[src/rtl/sgdma_rd_pkg.sv]
// Shared types and constants for the scatter-gather DMA read engine.
package sgdma_rd_pkg;

    typedef enum logic [1:0] {
        S_IDLE  = 2'd0,
        S_ISSUE = 2'd1,
        S_DRAIN = 2'd2
    } state_e;

    localparam logic [1:0]  AXI_BURST_INCR = 2'b01;
    localparam int unsigned PAGE_BYTES     = 4096;

    typedef struct packed {
        logic [31:0] addr;
        logic [15:0] len;
    } cmd_t;

endpackage

[src/rtl/sgdma_rd_burst_calc.sv]
// Burst length for the next AR: min(MAX_BURST, remaining beats, beats left in the 4KB page).
module sgdma_rd_burst_calc
    import sgdma_rd_pkg::*;
#(
    parameter int MAX_BURST = 16,
    parameter int BYTES     = 4
) (
    input  logic [11:0] addr_lo,
    input  logic [15:0] rem,
    output logic [4:0]  bl
);

    localparam int SZ = $clog2(BYTES);

    logic [12:0] page_bytes;
    logic [12:0] page_beats;
    logic [15:0] lim;

    always_comb begin
        page_bytes = 13'(PAGE_BYTES) - {1'b0, addr_lo};
        page_beats = page_bytes >> SZ;
        lim        = rem;
        if ({3'b000, page_beats} < lim)
            lim = {3'b000, page_beats};
        if (16'(MAX_BURST) < lim)
            lim = 16'(MAX_BURST);
        bl = lim[4:0];
    end

endmodule

[src/rtl/sgdma_rd_engine.sv]
// Scatter-gather DMA read engine: splits one {addr,len} command into AXI3 INCR bursts.
// Optional sticky response-error handling is enabled with `define SGDMA_RD_ERR_EN.
module sgdma_rd_engine
    import sgdma_rd_pkg::*;
#(
    parameter int DATA_W     = 32,
    parameter int MAX_BURST  = 16,
    parameter int MAX_OUTST  = 2,
    parameter int FIFO_DEPTH = 64,
    parameter int ARID       = 0
) (
    input  logic                          clk,
    input  logic                          rst_n,
    output logic [3:0]                    arid_o,
    output logic [31:0]                   araddr_o,
    output logic [3:0]                    arlen_o,
    output logic [2:0]                    arsize_o,
    output logic [1:0]                    arburst_o,
    output logic                          arvalid_o,
    input  logic                          arready_i,
    input  logic [3:0]                    rid_i,
    input  logic [DATA_W-1:0]             rdata_i,
    input  logic [1:0]                    rresp_i,
    input  logic                          rlast_i,
    input  logic                          rvalid_i,
    output logic                          rready_o,
    input  logic                          start_i,
    input  logic                          desc_done_i,
    input  logic [47:0]                   cmd_i,
    output logic                          done_o,
    output logic                          err_o,
    input  logic                          fifo_afull_i,
    input  logic [$clog2(FIFO_DEPTH):0]   fifo_free_i,
    output logic                          fifo_wren_o,
    output logic [DATA_W-1:0]             fifo_wdata_o
);

    localparam int BYTES = DATA_W / 8;
    localparam int SZ    = $clog2(BYTES);
    localparam int RW    = $clog2(FIFO_DEPTH) + 2;

    state_e        state_q, state_d;
    logic [31:0]   addr_q;
    logic [15:0]   rem_q;
    logic [RW-1:0] resv_q, resv_d;
    logic [2:0]    outst_q, outst_d;
    logic          arvalid_q;
    logic          err_q;

    cmd_t          cmd;
    logic [15:0]   beats;
    logic [4:0]    bl;
    logic [4:0]    bl_m1;
    logic          ar_hs, r_acc, r_err, stop, credit_ok, ar_set, cmd_go;
    logic          unused_ok;

    assign cmd    = cmd_t'(cmd_i);
    assign beats  = cmd.len >> SZ;
    assign cmd_go = (state_q == S_IDLE) && start_i;

    sgdma_rd_burst_calc #(
        .MAX_BURST (MAX_BURST),
        .BYTES     (BYTES)
    ) u_burst_calc (
        .addr_lo (addr_q[11:0]),
        .rem     (rem_q),
        .bl      (bl)
    );

    assign ar_hs    = arvalid_q && arready_i;
    assign rready_o = (state_q != S_IDLE) && !fifo_afull_i;
    // Beats arriving with nothing outstanding are protocol errors and are dropped.
    assign r_acc    = rvalid_i && rready_o && (outst_q != 3'd0);

`ifdef SGDMA_RD_ERR_EN
    assign r_err = r_acc && (rresp_i != 2'b00);

    always_ff @(posedge clk or negedge rst_n) begin
        if (!rst_n)
            err_q <= 1'b0;
        else if (cmd_go)
            err_q <= 1'b0;
        else if (r_err)
            err_q <= 1'b1;
    end
`else
    assign r_err = 1'b0;
    assign err_q = 1'b0;
`endif

    assign stop      = err_q || r_err;
    assign credit_ok = desc_done_i || (17'(fifo_free_i) >= 17'(resv_q) + 17'(bl));
    assign ar_set    = (state_q == S_ISSUE) && !arvalid_q && (rem_q != 16'd0) && !stop &&
                       (outst_q < 3'(MAX_OUTST)) && credit_ok;

    always_comb begin
        outst_d = outst_q;
        if (ar_hs && !(r_acc && rlast_i))
            outst_d = outst_q + 3'd1;
        else if (!ar_hs && r_acc && rlast_i)
            outst_d = outst_q - 3'd1;

        resv_d = resv_q;
        if (ar_hs)
            resv_d = resv_d + RW'(bl);
        if (r_acc && (resv_q != '0))
            resv_d = resv_d - RW'(1);
    end

    always_comb begin
        state_d = state_q;
        case (state_q)
            S_IDLE:  if (start_i && (beats != 16'd0)) state_d = S_ISSUE;
            S_ISSUE: begin
                if (ar_hs) begin
                    if ((rem_q == 16'(bl)) || stop) state_d = S_DRAIN;
                end else if (!arvalid_q && ((rem_q == 16'd0) || stop)) begin
                    state_d = S_DRAIN;
                end
            end
            S_DRAIN: if (outst_d == 3'd0) state_d = S_IDLE;
            default: state_d = S_IDLE;
        endcase
    end

    always_ff @(posedge clk or negedge rst_n) begin
        if (!rst_n)
            state_q <= S_IDLE;
        else
            state_q <= state_d;
    end

    always_ff @(posedge clk or negedge rst_n) begin
        if (!rst_n) begin
            addr_q    <= 32'd0;
            rem_q     <= 16'd0;
            resv_q    <= '0;
            outst_q   <= 3'd0;
            arvalid_q <= 1'b0;
        end else begin
            outst_q <= outst_d;
            if (cmd_go) begin
                addr_q <= cmd.addr & ~32'(BYTES - 1);
                rem_q  <= beats;
                resv_q <= '0;
            end else begin
                resv_q <= resv_d;
                if (ar_hs) begin
                    addr_q <= addr_q + (32'(bl) << SZ);
                    rem_q  <= rem_q - 16'(bl);
                end
            end
            // Once raised, arvalid and its payload (addr_q/rem_q) hold until the handshake.
            if (ar_hs)
                arvalid_q <= 1'b0;
            else if (ar_set)
                arvalid_q <= 1'b1;
        end
    end

    assign bl_m1        = bl - 5'd1;
    assign arid_o       = 4'(ARID);
    assign araddr_o     = addr_q;
    assign arlen_o      = bl_m1[3:0];
    assign arsize_o     = 3'(SZ);
    assign arburst_o    = AXI_BURST_INCR;
    assign arvalid_o    = arvalid_q;
    assign done_o       = (state_q == S_IDLE);
    assign err_o        = err_q;
    assign fifo_wren_o  = r_acc && !r_err;
    assign fifo_wdata_o = rdata_i;
    assign unused_ok    = ^{rid_i, rresp_i, bl_m1[4]};

endmodule

[config.mk]
export PLATFORM = sky130hd
export DESIGN_NAME = sgdma_rd_engine
export DESIGN_NICKNAME = d
export VERILOG_FILES = /design/src/rtl/sgdma_rd_pkg.sv /design/src/rtl/sgdma_rd_burst_calc.sv /design/src/rtl/sgdma_rd_engine.sv
export SDC_FILE = /design/constraint.sdc
export NUM_CORES = 1
export LEC_CHECK = 0
export BUFFER_PORTS_ARGS = -buffer_cell sky130_fd_sc_hd__buf_4
export CORE_ASPECT_RATIO = 1.1
export CORE_MARGIN = 5
export CORE_UTILIZATION = 30
export DETAILED_ROUTE_END_ITERATION = 7
export PLACE_DENSITY = 0.6
export RECOVER_POWER = 50
export SLEW_MARGIN = 10
export SYNTH_ARGS = -nofsm -noshare
export SYNTH_HDL_FRONTEND = slang
export SYNTH_HIERARCHICAL = 1
export SYNTH_SLANG_ARGS = --single-unit
[constraint.sdc]
create_clock -name clk -period 7.9 [get_ports clk]
set_clock_uncertainty 0.2 [all_clocks]
set_input_delay 0 -clock clk [delete_from_list [all_inputs] [get_ports clk]]
set_output_delay 0 -clock clk [all_outputs]
set_load 0.005 [all_outputs]
* Word level (Yosys, flattened, before mapping)
Index checks and enable logic that the tools add are counted.
** Cells by class
- Reductions and logical operators :: 32
- Equality and inequality tests :: 7
- $add $sub $neg :: 9
- Mux-type cells :: 19
- Order comparisons :: 4
** Operators with widths (number)
- 32-bit two-way mux :: 2
- 16-bit two-way mux :: 3
- 32-bit by 7-bit adder with 32-bit output :: 1
- 16-bit nonzero test :: 2
- 8-bit two-way mux :: 3
- 16-bit by 5-bit equality test with 1-bit output :: 1
- 1-bit logical AND :: 16
- 16-bit logical NOT :: 1
- 11-bit by 16-bit less-than comparator with 1-bit output :: 1
- 5-bit by 16-bit less-than comparator with 1-bit output (first input constant) :: 1
- 16-bit by 5-bit subtractor with 16-bit output :: 1
- 13-bit by 12-bit subtractor with 13-bit output (first input constant) :: 1
- 2-bit two-way mux :: 5
- 8-bit by 5-bit adder with 9-bit output :: 1
- 7-bit by 9-bit >= comparator with 1-bit output :: 1
- 8-bit by 5-bit adder with 8-bit output :: 1
- 8-bit nonzero test :: 1
- 8-bit by 1-bit subtractor with 8-bit output (second input constant) :: 1
- 3-bit two-way mux :: 2
- 3-bit by 2-bit inequality test with 1-bit output (second input constant) :: 2
- 2-bit case mux with 3 select lines :: 1
- 2-bit nonzero test :: 3
- 5-bit two-way mux :: 1
- 1-bit logical NOT :: 4
- 14 further kinds :: 15
** Storage, ports and cells
- Bits in registers :: 62
- Input bits :: 101
- Word-level logic and storage cells :: 77
- Output and inout bits :: 82

* Logic depth before layout (Yosys ltp)
Gate-level depths: netlist of run 1.
- Depth in word-level cells :: 11
- Gate-level depth with buffers :: 23
- Gate-level depth less buffers :: 22

* Modules after synthesis
The synthesis of run 1 kept the hierarchy.
** Modules (own cells, without submodules)
- sgdma_rd_engine :: area each 4713.3 sq um, cells an instance 553, seq. area each 1501.4 sq um, times used 1
- sgdma_rd_burst_calc :: area each 593.1 sq um, cells an instance 83, seq. area each 0.0 sq um, times used 1

* Least setup slack after synthesis of run 1
No wires, ideal clock.
- Kind :: register -> register
- Start :: reg addr_q[2] (netlist: araddr_o[2])
- End :: reg arvalid_q (netlist: arvalid_o)
- Arrival :: 5.530 ns
- Path slack :: 2.049 ns
- Stages on the path, launching flop included :: 24
- Data required time :: 7.578 ns
- Buffers on the path :: 1
- Cell sequence :: dfrtp_1 or4_4 or3_1 buf_6 nor3_2 nand2_1 xor2_1 ha_1 and3_1 nand3_1 a211o_1 a21oi_1 mux2i_1 ha_1 and3_1 o21a_1 o21ai_0 nor2b_1 xor2_1 ha_1 a21o_1 a211oi_1 o21ai_0 a32o_1
** Between the ends
- Longest elaborated chain between the ends :: 10
** RTL lines
- start: declaration :: RTL line sgdma_rd_engine.sv:43 : logic [31:0] addr_q;
- start signal: assignment :: RTL line sgdma_rd_engine.sv:143 : addr_q <= cmd.addr & ~32'(BYTES - 1);
- start signal: assignment :: RTL line sgdma_rd_engine.sv:149 : addr_q <= addr_q + (32'(bl) << SZ);
- 13-bit by 12-bit subtractor with 13-bit output * :: RTL line sgdma_rd_burst_calc.sv:20 : page_bytes = 13'(PAGE_BYTES) - {1'b0, addr_lo};
- 11-bit by 16-bit less-than comparator with 1-bit output :: RTL line sgdma_rd_burst_calc.sv:23 : if ({3'b000, page_beats} < lim)
- 16-bit two-way mux * :: RTL line sgdma_rd_burst_calc.sv:23
- 5-bit by 16-bit less-than comparator with 1-bit output :: RTL line sgdma_rd_burst_calc.sv:25 : if (16'(MAX_BURST) < lim)
- 5-bit two-way mux * :: RTL line sgdma_rd_burst_calc.sv:25
- via bl[2] :: RTL line sgdma_rd_engine.sv:52 : logic [4:0] bl;
- 8-bit by 5-bit adder with 9-bit output * :: RTL line sgdma_rd_engine.sv:92 : assign credit_ok = desc_done_i || (17'(fifo_free_i) >= 17'(resv_q) + 17'(bl));
- 7-bit by 9-bit >= comparator with 1-bit output * :: RTL line sgdma_rd_engine.sv:92
- 1-bit logical OR * :: RTL line sgdma_rd_engine.sv:92
- 1-bit logical AND * :: RTL line sgdma_rd_engine.sv:94 : (outst_q < 3'(MAX_OUTST)) && credit_ok;
- 2-bit nonzero test (no source line) *
- end signal: assignment :: RTL line sgdma_rd_engine.sv:139 : arvalid_q <= 1'b0;
- end signal: assignment :: RTL line sgdma_rd_engine.sv:155 : arvalid_q <= 1'b0;
- end signal: assignment :: RTL line sgdma_rd_engine.sv:157 : arvalid_q <= 1'b1;
- end: declaration :: RTL line sgdma_rd_engine.sv:47 : logic arvalid_q;
The timed path passes the listed nets; every way through them passes the cells marked *.
A chain may end at the register's enable or synchronous reset.

* Worst setup path after layout of run 1
Ends and elaborated chain as after synthesis.

==> out/summary.txt, run 1 <==
Cell Area, Synth -> 5306 um2
worst vdd rail ir drop -> 0.1418 mV
count of different cell masters after synthesis -> 69
Vias -> 4977
Crit Reg-Reg Endpoint -> arvalid_o
DR DRC count -> 0
die area -> 20450 um2
Post-CTS Setup Bufs -> 0
failing checks -> max-capacitance violations, max-slew violations
FF+latch count, synth -> 60
final setup violating endpoints -> 0
Mapped Cells -> 636
IO Count -> 183
dominant synthesized flop cell -> dfrtp_1
number of port buffers -> 96
fin crit share -> 0.9090
Slew Viols, Final -> 61
ant diodes -> 0
cts bufs inserted -> 9
Min-Delay Startpoint -> fifo_afull_i
Post-synth ARST share -> 1.000
Core Box Area -> 17550 um2
Sequential cell area -> 1501 um2
Post-synth top cells -> nand2_1, dfrtp_1, nor2_1, o21ai_0, buf_4
Starting Density -> 0.3024
Fin. Hold Viols -> 0
Root Buffer Master -> clkbuf_16
CP arrival -> 7190 ps
clk buf depth -> 2
Max-slew headroom -> -1.328
r2r setup slk -> 720 ps
antenna violations before repair -> 0
Final GP Congestion -> 0.8430
end of the worst hold path -> outst_q[1]
Worst Setup SP -> araddr_o[2]
status -> finished with violations
GRT Resource Usage Total -> 0.1515
hold depth -> 5
area of the multi-input gates -> 3299 um2
Crit path required time -> 7910 ps
Die Y -> 149.5 um
Worst-Margin Slew -> 3492 ps
Syn. warnings -> 6
most common cell in the netlist -> nand2_1
Critical Path Source Type -> flop
Iter 0 DRT Violations -> 266
Avg Synthesized Cell Area -> 8.343 um2
reg2reg path depth -> 23
Gates resized, CTS repair -> 0
layout cells sized above 1 -> 0.1665
Crit Path Max Fanout -> 7
drt wl/cell -> 15.26 um
RSZ-0062 raised after global routing -> no
Seq/Total Area, Yosys -> 0.2830
hold_ws -> 112.0 ps
critical path capture point type -> flop
Clock Latency Late Sink -> 330 ps
PwrDens -> 296.9 nW/um2
Post-synth EDFFs -> 0
Hold WC Path Type -> primary input to flop
Synth area leaders -> dfrtp_1, ha_1, buf_4
DP Area -> 5973 um2
Max Fclk -> 0.1393 GHz
drt first pass iters -> 4
grt ovf -> 0
first-pass GRT wire length -> 24940 um
critical setup path kind -> flop to flop
final wirelength -> 15550 um
FILL cells -> 1805
pin count of the biggest net entering global routing -> 67
drt via density -> 4.884
clock sinks -> 60
fin util -> 0.4046
reg2reg start -> araddr_o[2]
maxcap violations -> 1
Setup TNS -> 0 ps
H-tree levels -> 3
detailed placement HPWL -> 11060 um
nets -> 917
Die X -> 136.8 um
post-layout minimum cycle time -> 7181 ps
cell taking the most area after synthesis -> dfrtp_1
CTS tree -> done
vias in the first global route -> 5021
post-route ant nets -> 0
Synth-to-Final Area Change -> 33.79%
FP Rows -> 51
post-route cell area -> 7099 um2
CTS clock-pin slew for the worst setup and hold paths -> 50 ps
Lkg Pwr -> 0.003009 uW
Yosys top cell area share -> 0.2830
## placed cells by master (no fill, tap or decap), drive strengths merged, types with 17 or more instances in the layout
cell type	instances
a21oi	19
buf	78
clkbuf	33
conb	18
dfrtp	60
dlygate4sd3	83
ha	37
inv	31
nand2	63
nor2	50
nor3	17
o21ai	50
xor2	35
## worst max-delay path, cell delays in order, from the launching register on
cell,delay (ps)
dfrtp_1,450
or4_4,520
or3_1,480
nor3_2,210
nand2_1,110
xor2_1,160
ha_1,310
and3_1,170
nand3_1,90
a211o_1,260
a21oi_1,500
mux2i_1,620
ha_1,390
and3_1,210
o21a_1,220
o21ai_0,170
nor2b_1,180
xor2_1,160
ha_1,260
a21o_1,180
a211oi_1,210
o21ai_0,170
a32o_1,270
dlygate4sd3_1,540
## power by group
group	total (uW)	leakage (uW)	switching, uW	internal, uW
sequential	679	0.000727	230	449
combinational	1000	0.00213	514	490
clock	425	0.000149	149	276
## flip-flops by register name, indices dropped and copies added, names as in the netlist
signal     flops
resv_q         8
araddr_o      30
rem_q         16
outst_q        3
arvalid_o      1
state_q        2
## layer usage
| layer | vias up | GRT usage | routed length (um) |
|---|---|---|---|
| li1 | 2475 | - | - |
| met1 | 2325 | 0.1913 | 6707 |
| met2 | 155 | 0.2599 | 7642 |
| met3 | 22 | 0.02320 | 850 |
| met4 | 0 | 0.05739 | 353 |
| met5 | - | 0 | 0 |
## final cells by class
type	instances	area share
multi-input cells	490	0.4648
well taps	238	0.04195
clock inverters	6	0.01251
repair buffers	184	0.2207
flip-flops and latches	60	0.2115
clock buffers	10	0.03225
inverters	31	0.01639
## through the flow
step                      setup slack (ps)  power [uW]  instances
after floorplan                       2049        1314        652
final                                719.1        2108       1019
after global routing                 286.8        2308       1019
after detailed placement              1250        1668        920
after CTS                            681.2        2142       1019
after global placement                1364        1654        920
## kinds of logic (layout without fill, tap and decap cells)
family | count (synthesis) | count (layout) | share of synthesized area
buffers and inverters | 102 | 231 | 0.1075
XOR/XNOR | 48 | 48 | 0.07923
adder cells (fa/ha/maj) | 42 | 42 | 0.1023
flip-flops | 60 | 60 | 0.2830
AO/OA/AOI/OAI | 137 | 137 | 0.1677
AND/OR/NAND/NOR | 234 | 234 | 0.2379
other | 2 | 18 | 0.001415
multiplexers | 11 | 11 | 0.02099
## repair_timing
item                                   4_1_cts  5_1_grt
hold buffers                                83        0
setup endpoints to repair                    0        0
endpoints found under the hold margin      140        0
## worst max-delay path by stage
stage,to,slack [ps],cells after the start
5_1_grt,arvalid_o,290,23
6_report,arvalid_o,720,23
4_1_cts,arvalid_o,680,23
3_5_place_dp,arvalid_o,1250,22
2_1_floorplan,arvalid_o,2050,23
3_3_place_gp,arvalid_o,1360,22
(Power assumes the default switching activity.)
==> inputs of run 2 (changes only) <==
Settings changed: PLACE_DENSITY 0.6 to 0.58.
==> run 2 against run 1 <==
Compared with the run above:
- highest routed layer unchanged
- global-route usage rose by 0.54 points
- register-to-register slack improved by 40 ps
- cell count barely moved
- the flow still finishes with violations (max-capacitance violations, max-slew violations)
- non-clock buffer count rose by 1
- via count rose by 0.72%
==> out/summary.txt, run 2 (synthesized netlist as in run 1, its figures left out) <==
status -> finished with violations
failing checks -> max-capacitance violations, max-slew violations
Placement Setup Slack -> 1325 ps
detailed placement HPWL -> 11150 um
Clock Latency Late Sink -> 340 ps
Critical Path Source Type -> flop
critical path capture point type -> flop
post-layout minimum cycle time -> 7143 ps
H-tree levels -> 3
cts bufs inserted -> 9
PwrDens -> 299.2 nW/um2
PnR Total Power -> 2128 uW
Hold WC Path Type -> primary input to flop
Worst-Margin Slew -> 3618 ps
Post-CTS Setup Bufs -> 0
pin count of the biggest net entering global routing -> 67
Slew Viols, Final -> 61
drt wl/cell -> 15.49 um
most frequent cells in the layout -> dlygate4sd3_1, buf_4, nand2_1
nets -> 918
Crit path required time -> 7920 ps
fin crit share -> 0.9042
Gates resized, CTS repair -> 0
GRT Resource Usage Total -> 0.1568
layout cells sized above 1 -> 0.1662
CTS tree -> done
antenna violations before repair -> 0
CP top delay family -> simple AND/OR/NAND/NOR gates
final setup violating endpoints -> 0
area of the multi-input gates -> 3299 um2
max FFs per register -> 30
slowest CP cell -> mux2i_1
CTS clock-pin slew for the worst setup and hold paths -> 50 ps
RSZ-0062 raised after global routing -> no
first-pass GRT wire length -> 25380 um
drt first pass iters -> 5
critical path cell sequence -> or4_4 > or3_1 > nor3_2 > nand2_1 > xor2_1 > ha_1 > and3_1 > nand3_1 > a211o_1 > a21oi_1 > mux2i_1 > inv_1 > fa_1 > nand2b_1 > a21oi_1 > o21ai_0 > xor2_1 > ha_1 > a211oi_1 > o21ai_0 > a32o_1 > dlygate4sd3_1
reg2reg path depth -> 22
vias in the first global route -> 5007
clk buf depth -> 2
Critical Path Stages -> 22
Synth-to-Final Area Change -> 34.05%
maxcap violations -> 1
Lkg Pwr -> 0.003016 uW
post-route ant nets -> 0
ant diodes -> 0
Crit Path Max Fanout -> 7
IO Count -> 183
Die Y -> 149.5 um
Setup TNS -> 0 ps
FP Rows -> 51
clock sinks -> 60
Fin. Hold Viols -> 0
Starting Density -> 0.3024
drt via density -> 4.915
die area -> 20450 um2
Root Buffer Master -> clkbuf_16
number of port buffers -> 96
CP peak stage delay -> 560 ps
final wirelength -> 15800 um
Sequential cell area -> 1501 um2
hold buffer count at cts -> 86
worst vdd rail ir drop -> 0.1189 mV
DR DRC count -> 0
Final GP Congestion -> 0.8643
Iter 0 DRT Violations -> 231
grt ovf -> 0
Vias -> 5013
critical setup path kind -> flop to flop
most common cell after layout, fill and taps aside -> dlygate4sd3_1
Max-slew headroom -> -1.412
Core Box Area -> 17550 um2
Die X -> 136.8 um
Setup WS post-layout -> 756.5 ps
FILL cells -> 1802
crit path buf inv count -> 2
Max Fclk -> 0.1400 GHz
CP arrival -> 7160 ps
hold depth -> 5
==> run 2: cell types whose count changed in the layout (fill, tap and decap cells not counted), sizes merged <==
cell,delta
clkinvlp,-1
clkbuf,+3
buf,-4
dlygate4sd3,+3
clkinv,+1
bufinv,-1
==> run 2: routing by layer <==
layer	GRT usage	up-vias	wire [um]
met1	0.2023	2343	6979
met2	0.2581	165	7501
met3	0.03127	19	984
met4	0.06038	0	332
met5	0	-	0
li1	-	2486	-
==> run 2: report_power, final <==
| group | switching, uW | internal [uW] | total [uW] |
|---|---|---|---|
| registers | 225 | 449 | 674 |
| logic | 532 | 503 | 1030 |
| clock network | 158 | 262 | 420 |
==> run 2: worst paths after layout <==
kind | startpoint | end | slack, ps
min reg2reg | outst_q[2] | outst_q[2] | 330
max reg2reg | araddr_o[2] | arvalid_o | 760
min | fifo_afull_i | outst_q[1] | 120
max in group asynchronous | rst_n | araddr_o[7] | 4230
min in group asynchronous | rst_n | araddr_o[29] | 1250
max | araddr_o[2] | arvalid_o | 760
==> run 2: per-stage QoR <==
stage / std cells / hold WS [ps] / util / cell area (um2)
after floorplan: 652 / -495.6 / - / 5366
after global placement: 918 / -200.0 / 0.3395 / 5958
after detailed placement: 918 / -200.0 / 0.3395 / 5958
after CTS: 1020 / 80.95 / 0.4064 / 7132
after global routing: 1020 / 169.5 / 0.4053 / 7113
final: 1020 / 117.2 / 0.4053 / 7113
==> run 2: cell type report <==
type	count	share of cell area
multi-input combinational	490	0.4639
timing repair buffer	185	0.2229
sequential	60	0.2111
tap	238	0.04186
clock buffer	11	0.03553
inverter	31	0.01636
clock inverter	5	0.008443
==> run 2: worst min-delay path: cells and delay by family <==
kind / cells / cell delay, ps
adder cells (fa/ha/maj): 1 / 160
buffers and inverters: 1 / 80
AO/OA/AOI/OAI: 1 / 160
multiplexers: 1 / 100
AND/OR/NAND/NOR: 1 / 90
==> inputs of run 3 (changes only) <==
Settings changed: CORE_ASPECT_RATIO 1.1 to default.
==> run 3 against run 2 <==
Compared with the run above:
- critical path type unchanged
- critical endpoint unchanged
- clock power is 4% lower
- non-clock buffer count is 1 higher
- worst hold slack worse by 29 ps
- cell count is 1.2% lower
- the run still ends with max-capacitance violations, max-slew violations left
- fmax about the same
==> out/summary.txt, run 3 (synthesized netlist as in run 1, its figures left out) <==
status -> finished with violations
failing checks -> max-capacitance violations, max-slew violations
Post-CTS Setup Bufs -> 0
grt ovf -> 0
most frequent cells in the layout -> dlygate4sd3_1, buf_4, nand2_1
most frequent CP cell -> ha_1
Logic pwr share -> 0.485
antenna violations before repair -> 0
final wirelength -> 15400 um
vias in the first global route -> 4799
Worst-Margin Slew -> 3416 ps
Gates resized, CTS repair -> 0
top layer in use -> met4
Worst Setup SP -> araddr_o[2]
Cell Int Power -> 1195 uW
Crit Reg-Reg Endpoint -> arvalid_o
pin count of the biggest net entering global routing -> 61
clk buf depth -> 2
Iter 0 DRT Violations -> 247
DR DRC count -> 0
Synth-to-Final Area Change -> 33.55%
maxcap violations -> 1
die area -> 20450 um2
post-layout minimum cycle time -> 7140 ps
Max-slew headroom -> -1.277
post-route ant nets -> 0
Vias -> 4873
ant diodes -> 0
CTS clock-pin slew for the worst setup and hold paths -> 60 ps
nets -> 919
Min-Delay Startpoint -> fifo_afull_i
drt via density -> 4.834
slowest CP cell -> mux2i_1
GRT Resource Usage Total -> 0.1490
cts bufs inserted -> 9
Starting Density -> 0.3068
DR WL met3 -> 805 um
detailed placement HPWL -> 10970 um
hold_ws -> 88.13 ps
Setup TNS -> 0 ps
Fin. Hold Viols -> 0
Lkg Pwr -> 0.003001 uW
IO Count -> 183
drt wl/cell -> 15.27 um
most common cell after layout, fill and taps aside -> dlygate4sd3_1
Setup WS post-layout -> 759.8 ps
Clock Latency Late Sink -> 340 ps
CP arrival -> 7160 ps
critical setup path kind -> flop to flop
RSZ-0062 raised after global routing -> no
Core Box Area -> 17300 um2
CP peak stage delay -> 630 ps
hold buffer count at cts -> 85
critical path cell sequence -> or4_4 > or3_1 > nor3_2 > nand2_1 > xor2_1 > ha_1 > and3_1 > nand3_1 > a211o_1 > a21oi_1 > mux2i_1 > ha_1 > and3_1 > o21a_1 > o21ai_0 > nor2b_1 > xor2_1 > ha_1 > a21o_1 > a211oi_1 > o21ai_0 > a32o_1 > dlygate4sd3_1
Critical Path Source Type -> flop
Met1 Routed Length -> 7160 um
H-tree levels -> 3
met2 WL post-DR -> 7283 um
reg2reg path depth -> 23
clock share of power -> 0.192
drt first pass iters -> 4
Seq pwr share -> 0.323
Die X -> 143.0 um
PwrDens -> 295.2 nW/um2
CTS tree -> done
Switch Pwr -> 897.2 uW
Hold WC Path Type -> primary input to flop
max FFs per register -> 30
final setup violating endpoints -> 0
number of port buffers -> 96
Root Buffer Master -> clkbuf_16
critical path capture point type -> flop
Crit path required time -> 7920 ps
end of the worst hold path -> outst_q[0]
Sw Ratio -> 0.4289
CP top delay family -> simple AND/OR/NAND/NOR gates
Max Fclk -> 0.1401 GHz
fin crit share -> 0.9038
Final GP Congestion -> 0.7906
layout cells sized above 1 -> 0.1648
reg2reg start -> araddr_o[2]
worst vdd rail ir drop -> 0.1143 mV
FP Rows -> 48
first-pass GRT wire length -> 24420 um
r2r setup slk -> 760 ps
crit path buf inv count -> 1
Crit Path Max Fanout -> 7
Die Y -> 143.0 um
Slew Viols, Final -> 61
clock sinks -> 60
Placement Setup Slack -> 1302 ps
hold depth -> 4
-- run 3: power by group through the flow --
stage / sequential, uW / clock, uW / combinational (uW)
detailed placement: 677 / 0 / 993
floorplan: 608 / 0 / 707
finish: 675 / 402 / 1020
global placement: 677 / 0 / 978
CTS: 675 / 412 / 1040
global route: 705 / 422 / 1160
-- run 3: cell type report --
| cell class | count | area (um2) |
|---|---|---|
| multi-input combinational | 490 | 3306 |
| inverter | 31 | 116.4 |
| tap | 225 | 281.5 |
| sequential | 60 | 1501 |
| clock buffer | 10 | 239.0 |
| timing repair buffer | 186 | 1579 |
| fill | 1774 | 10210 |
| clock inverter | 6 | 63.81 |
-- run 3: worst max-delay path by stage --
stage                     slack (ps)        end  cells past startpoint
final                            760  arvalid_o                     23
after global routing             340  arvalid_o                     22
after CTS                        730  arvalid_o                     23
after detailed placement        1300  arvalid_o                     22
after global placement          1360  arvalid_o                     21
after floorplan                 2050  arvalid_o                     23
-- run 3: stage by stage --
stage | utilization | instances | cell area, um2 | power [uW]
finish | 0.4097 | 1008 | 7087 | 2092
global placement | 0.3448 | 907 | 5963 | 1654
global route | 0.4097 | 1008 | 7087 | 2288
CTS | 0.4115 | 1008 | 7117 | 2131
floorplan | - | 652 | 5366 | 1314
detailed placement | 0.3448 | 907 | 5963 | 1670
-- run 3: metal layers --
| metal | vias to the layer above | GRT usage |
|---|---|---|
| met1 | 2248 | 0.2005 |
| li1 | 2491 | - |
| met4 | 0 | 0.03202 |
| met2 | 121 | 0.2478 |
| met5 | - | 0 |
| met3 | 13 | 0.03081 |
-- run 3: worst min-delay path, delay by kind of cell --
kind | cells | cell delay (ps)
AO/OA/AOI/OAI | 1 | 170
XOR/XNOR | 1 | 130
buffers and inverters | 1 | 70
AND/OR/NAND/NOR | 1 | 200
